`config.mk`:
```
export PLATFORM = sky130hd
export DESIGN_NAME = dmi_rd_delay
export DESIGN_NICKNAME = d
export VERILOG_FILES = /design/src/rtl/dmi_pkg.sv /design/src/rtl/dmi_rd_delay.sv
export SDC_FILE = /design/constraint.sdc
export NUM_CORES = 1
export LEC_CHECK = 0
export CORE_UTILIZATION = 25
export CTS_BUF_LIST = sky130_fd_sc_hd__clkbuf_8 sky130_fd_sc_hd__clkbuf_16
export CTS_CLUSTER_SIZE = 10
export DETAILED_ROUTE_END_ITERATION = 8
export GPL_TIMING_DRIVEN = 1
export SLEW_MARGIN = 20
export SYNTH_ARGS = -nofsm -noshare
export SYNTH_HDL_FRONTEND = slang
export SYNTH_SLANG_ARGS = --single-unit
```
`constraint.sdc`:
```
create_clock -name clock -period 2.1 [get_ports clock]
set_clock_uncertainty 0.2 [all_clocks]
set_input_delay 0.315 -clock clock [delete_from_list [all_inputs] [get_ports clock]]
set_output_delay 0.315 -clock clock [all_outputs]
set_load 0.1 [all_outputs]
```
`src/rtl/dmi_pkg.sv`:
```
// Shared DMI definitions: command codes, bus widths, responder FSM states
// and the byte-masked write merge.
package dmi_pkg;

  localparam int unsigned DMI_ADDR_W = 29;
  localparam int unsigned DMI_DATA_W = 256;
  localparam int unsigned DMI_MASK_W = 32;

  localparam logic [2:0] DMI_CMD_WR = 3'b000;
  localparam logic [2:0] DMI_CMD_RD = 3'b001;

  typedef enum logic [2:0] {
    ST_CALIB,
    ST_IDLE,
    ST_WR_WAIT,
    ST_REFRESH,
    ST_SELFREF
  } dmi_state_e;

  // A set mask bit protects the corresponding byte of the old word.
  function automatic logic [DMI_DATA_W-1:0] dmi_merge(
    input logic [DMI_DATA_W-1:0] old_word,
    input logic [DMI_DATA_W-1:0] new_word,
    input logic [DMI_MASK_W-1:0] mask
  );
    logic [DMI_DATA_W-1:0] w;
    w = old_word;
    for (int unsigned b = 0; b < DMI_MASK_W; b++) begin
      if (!mask[b]) w[b*8 +: 8] = new_word[b*8 +: 8];
    end
    return w;
  endfunction

endpackage

```
`src/rtl/dmi_rd_delay.sv`:
```
// Read latency line: valid/data shift register, RD_LAT stages deep.
module dmi_rd_delay
  import dmi_pkg::*;
#(
  parameter int unsigned RD_LAT = 4
) (
  input  logic                  clock,
  input  logic                  rst_n,
  input  logic                  in_valid,
  input  logic [DMI_DATA_W-1:0] in_data,
  output logic                  out_valid,
  output logic [DMI_DATA_W-1:0] out_data,
  output logic                  busy
);

  logic [RD_LAT-1:0]     valid_q, valid_d;
  logic [DMI_DATA_W-1:0] data_q [RD_LAT];
  logic [DMI_DATA_W-1:0] data_d [RD_LAT];

  always_comb begin
    valid_d[0] = in_valid;
    data_d[0]  = in_data;
    for (int unsigned i = 1; i < RD_LAT; i++) begin
      valid_d[i] = valid_q[i-1];
      data_d[i]  = data_q[i-1];
    end
  end

  always_ff @(posedge clock) begin
    if (!rst_n) begin
      valid_q <= '0;
      data_q  <= '{default: '0};
    end else begin
      valid_q <= valid_d;
      data_q  <= data_d;
    end
  end

  assign out_valid = valid_q[RD_LAT-1];
  assign out_data  = out_valid ? data_q[RD_LAT-1] : '0;
  assign busy      = |valid_q;

endmodule

```
# Word level (Yosys, flattened, before mapping)

Index checks and enable logic that the tools add are counted.
Widths: inputs -> output; s select.

Memories kept: 0
Memory bits (writable): 0
Latch bits: 0
Output and inout bits: 258
Bits in registers: 1,028
Word-level logic and storage cells: 7
Input bits: 259
ROM bits: 0

$add $sub $neg: 0
Reduce and logical (&&, ||, !) cells: 1
Equality and inequality tests: 0
Muxes and demuxes: 1
$mul: 0
Divide/modulo/power cells: 0
$lt $le $gt $ge: 0
Bitwise operators: 0
Shift operators: 0

Operator list:

| cell            | number |
|---|---|
| $mux 256        | 1 |
| $reduce_or 4->1 | 1 |

# Logic depth before layout (Yosys ltp)

Gate-level depths: netlist of run 1.

Depth in word-level cells: 1
Mapped depth: 4

# Worst setup path after synthesis of run 1

Ideal clock, no wire load.

Path kind: register -> output
Start point: register valid_q[3]
End point: output out_data[100]
Arrival: 2,246 ps
Buffers on the path: 2
Stages on the path, launching flop included: 4
Slack: -661 ps
Required time: 1,585 ps
Path through: dfxtp_1 -> buf_2 -> clkbuf_2 -> and2_1

Longest elaborated chain between the ends: 1

RTL lines:

| item                   | RTL line           | source |
|---|---|---|
| start, declared        | dmi_rd_delay.sv:16 | `logic [RD_LAT-1:0] valid_q, valid_d;` |
| start signal, assigned | dmi_rd_delay.sv:34 | `valid_q <= valid_d;` |
| $mux 256               | dmi_rd_delay.sv:40 | `assign out_data = out_valid ? data_q[RD_LAT-1] : '0;` |
| end, declared          | dmi_rd_delay.sv:12 | `output logic [DMI_DATA_W-1:0] out_data,` |

No other way between the ends.

# Worst setup path after layout of run 1

Start point: register valid_q[3]
End point: output out_data[61]

The elaborated chain is that of the path after synthesis.

==> results of run 1 <==
[worst max-delay path: stages, from the launching register on]
cell,delay (ns)
dfxtp_4,0.40
buf_4,0.14
buf_12,0.15
clkbuf_16,0.18
and2_4,0.15
buf_12,0.16
[Yosys cell counts]
master / instances
and2_1: 1284
dfxtp_1: 1028
clkbuf_2: 122
buf_2: 13
clkbuf_1: 5
buf_4: 1
buf_6: 1
or4_4: 1
[routing by layer]
| layer | vias to the layer above | part of all wire | GRT usage |
|---|---|---|---|
| met4 | 0 | 0.026 | 0.04471 |
| met5 | - | 0 | 0 |
| met3 | 113 | 0.049 | 0.02563 |
| li1 | 8927 | - | - |
| met2 | 344 | 0.48 | 0.1892 |
| met1 | 8051 | 0.44 | 0.1447 |
[registers in the layout, indices dropped and copies added, names as in the netlist]
signal   count
data_d     768
data_q     256
valid_q      4
[timing repair]
item | CTS | global route
setup endpoints to repair | 258 | 258
gates cloned | 11 | 9
pin swaps | 9 | 1
resized for setup | 116 | 57
buffers inserted | 7 | 2
hold buffers | 241 | 0
endpoints found under the hold margin | 275 | 0
[metrics by stage]
stage,TNS (ns),setup WS (ns),cells
after floorplan,0,0.04091,2455
after global placement,0,0.3024,4392
after detailed placement,0,0.2953,4392
after CTS,-81.51,-0.3816,4796
after global routing,-89.85,-0.4086,4814
final,-60.84,-0.2956,4816
[power by group]
part           leakage, nW  internal (W)  switching, W
Combinational         8.67       0.00120      0.000666
Sequential            8.43        0.0202      0.000140
Clock                 1.62        0.0102       0.00751
Total                 18.7        0.0316       0.00832
[logic make-up (layout without fill, tap and decap cells)]
logic type | Yosys count | in the layout
buf+inv | 142 | 970
flops | 1028 | 1028
other cells | 0 | 9
simple gates | 1285 | 1285
[layout make-up]
type / count / area [sq um] / share of cell area
Sequential cell: 1028 / 20580 / 0.4494
Timing Repair Buffer: 825 / 11470 / 0.2504
Multi-Input combinational cell: 1285 / 8551 / 0.1867
Clock buffer: 119 / 2955 / 0.06452
Tap cell: 1524 / 1907 / 0.04163
Clock inverter: 26 / 317.8 / 0.006938
Antenna cell: 9 / 22.52 / 0.0004917
[path summary, 6_finish.rpt]
kind	start	to	slack, ns	cells after the start
min	in_data[20]	data_d[532]	0.06	2
min reg2reg	data_d[416]	data_d[160]	0.19	1
max reg2reg	data_d[358]	data_d[102]	1.19	1
max	valid_q[3]	out_data[61]	-0.30	5
==> PnR_summary.wiki, run 1 <==
{| class="wikitable"
! Metric !! Value
|-
| Fraction of final layout cells with drive strength greater than 1 || 0.2193
|-
| Largest driver fanout on the critical path || 11
|-
| Sequential-to-total area share from yosys stat || 0.7015
|-
| Cell area after layout || 0.04580 sq mm
|-
| Layout Nets || 3516
|-
| Post-synthesis mux area share || 0
|-
| Yosys top cell area share || 0.7015
|-
| Violated checks || negative setup slack
|-
| Utilization of the core after routing || 0.3942
|-
| Post-Synthesis Cells || 2455
|-
| Result of the run || finished with violations
|-
| Peak supply drop || 0.0007228 V
|-
| Number of different library cells in the post-synthesis netlist || 8
|-
| Worst hold path type || in2reg
|-
| Total I/O pin count || 517
|-
| RePlAce Congestion || 0.7201
|-
| Minimum period implied by the final worst setup slack || 2.396 ns
|-
| Area leader, netlist || dfxtp_1
|-
| Final setup violation count || 258
|-
| Die W || 344.6 microns
|-
| Fillers || 10812
|-
| Tot GR Track Use || 0.1146
|-
| Achievable frequency || 0.4174 GHz
|-
| Power Total || 0.03992 W
|-
| Combinational family with the most area after synthesis || simple AND/OR/NAND/NOR gates
|-
| Post-detail-place hpwl || 44860 microns
|-
| Vias after detailed routing || 17435
|-
| Clock root buffer master || clkbuf_16
|-
| Routed wire length per instance || 14.64 microns
|-
| Die outline height || 344.6 microns
|-
| Normalized max-slew margin || 0.7754
|-
| Clock latency on the worst-skew pair || 0.70 ns
|-
| Pin count of the biggest net entering global routing || 111
|-
| Mean cell area of the mapped netlist || 11.95 sq um
|-
| Vias in the first global route || 17181
|-
| Sort of element at the start of the critical path || flop
|-
| Area after detailed placement || 0.03918 sq mm
|-
| Complex-gate fraction of the synthesized area || 0
|-
| Maximum buffer depth of the clock tree || 3
|-
| Cell Rows || 125
|-
| Pwr/cell area || 871.5 mW/mm^2
|-
| Wire length of the first global-routing pass || 103200 microns
|-
| Adder and majority cell fraction of the synthesized area || 0
|-
| Htree depth || 3
|-
| Initial core utilization || 0.2525
|-
| Worst hold slack || 0.05603 ns
|-
| Crit path setup slack, layout || -0.2956 ns
|-
| Worst EP required || 1.58 ns
|-
| IO buf count || 516
|-
| Number of max-slew violations in the final report || 0
|-
| Clock-pin slew of the registers on the worst-case setup and hold paths || 0.06 ns
|-
| Highest-count cells in the layout ignoring fill and taps || and2_1 (1028), dfxtp_1 (1027), buf_12 (288), clkdlybuf4s50_1 (257), dlygate4sd3_1 (241)
|-
| Post-synthesis share of cell area spent on and, or, nand and nor gates || 0.2742
|-
| Flip-flop and latch count after synthesis || 1028
|-
| Setup repair after global routing missed its margin || true
|-
| Largest cells by area after synthesis || dfxtp_1 (70%), and2_1 (27%), clkbuf_2 (2.1%)
|-
| Count of nets left with antenna violations after detail routing || 0
|-
| Iteration-0 DRC Markers || 600
|-
| Post-synthesis cell area || 0.02934 sq mm
|-
| Number of maximum-capacitance violations || 0
|-
| Gr ovfl total || 0
|-
| Number of nets produced by synthesis || 2714
|-
| Remaining DRCs || 0
|-
| Die footprint || 0.1187 sq mm
|-
| Final critical-path share of the clock period || 1.141
|-
| Worst Setup Path Type || reg2out
|-
| Clk sinks || 1028
|-
| Vias/cell || 3.620
|-
| Slew at the pin with the worst max-slew slack || 0.3369 ns
|-
| Most common library cell in the layout ignoring fill and taps || and2_1
|-
| Endpoint class of the critical path || primary output
|-
| Placeable Area || 0.1162 sq mm
|-
| Synth Warn # || 0
|-
| Parity-gate share of the synthesized area counting xor and xnor cells || 0
|-
| CTS tree || yes
|-
| Total clock buffers created by CTS || 117
|-
| Number of antenna violations at the first check in global routing || 10
|-
| Pre-antenna DRT Iters || 4
|-
| Area grow syn2layout || 56.13%
|-
| Endpoint arrival time on the critical path || 1.88 ns
|-
| Total routed wirelength || 70490 microns
|-
| Number of hold violations in the final report || 0
|-
| Reported leakage power || 18.71 nW
|}
No activity file was read; power rests on OpenSTA's default activity.
==> inputs of run 2 (changes only) <==
Settings changed: SLEW_MARGIN 20 to 0.
==> results of run 2 <==
Final layout, timing and power as in run 1 (identical DEF).
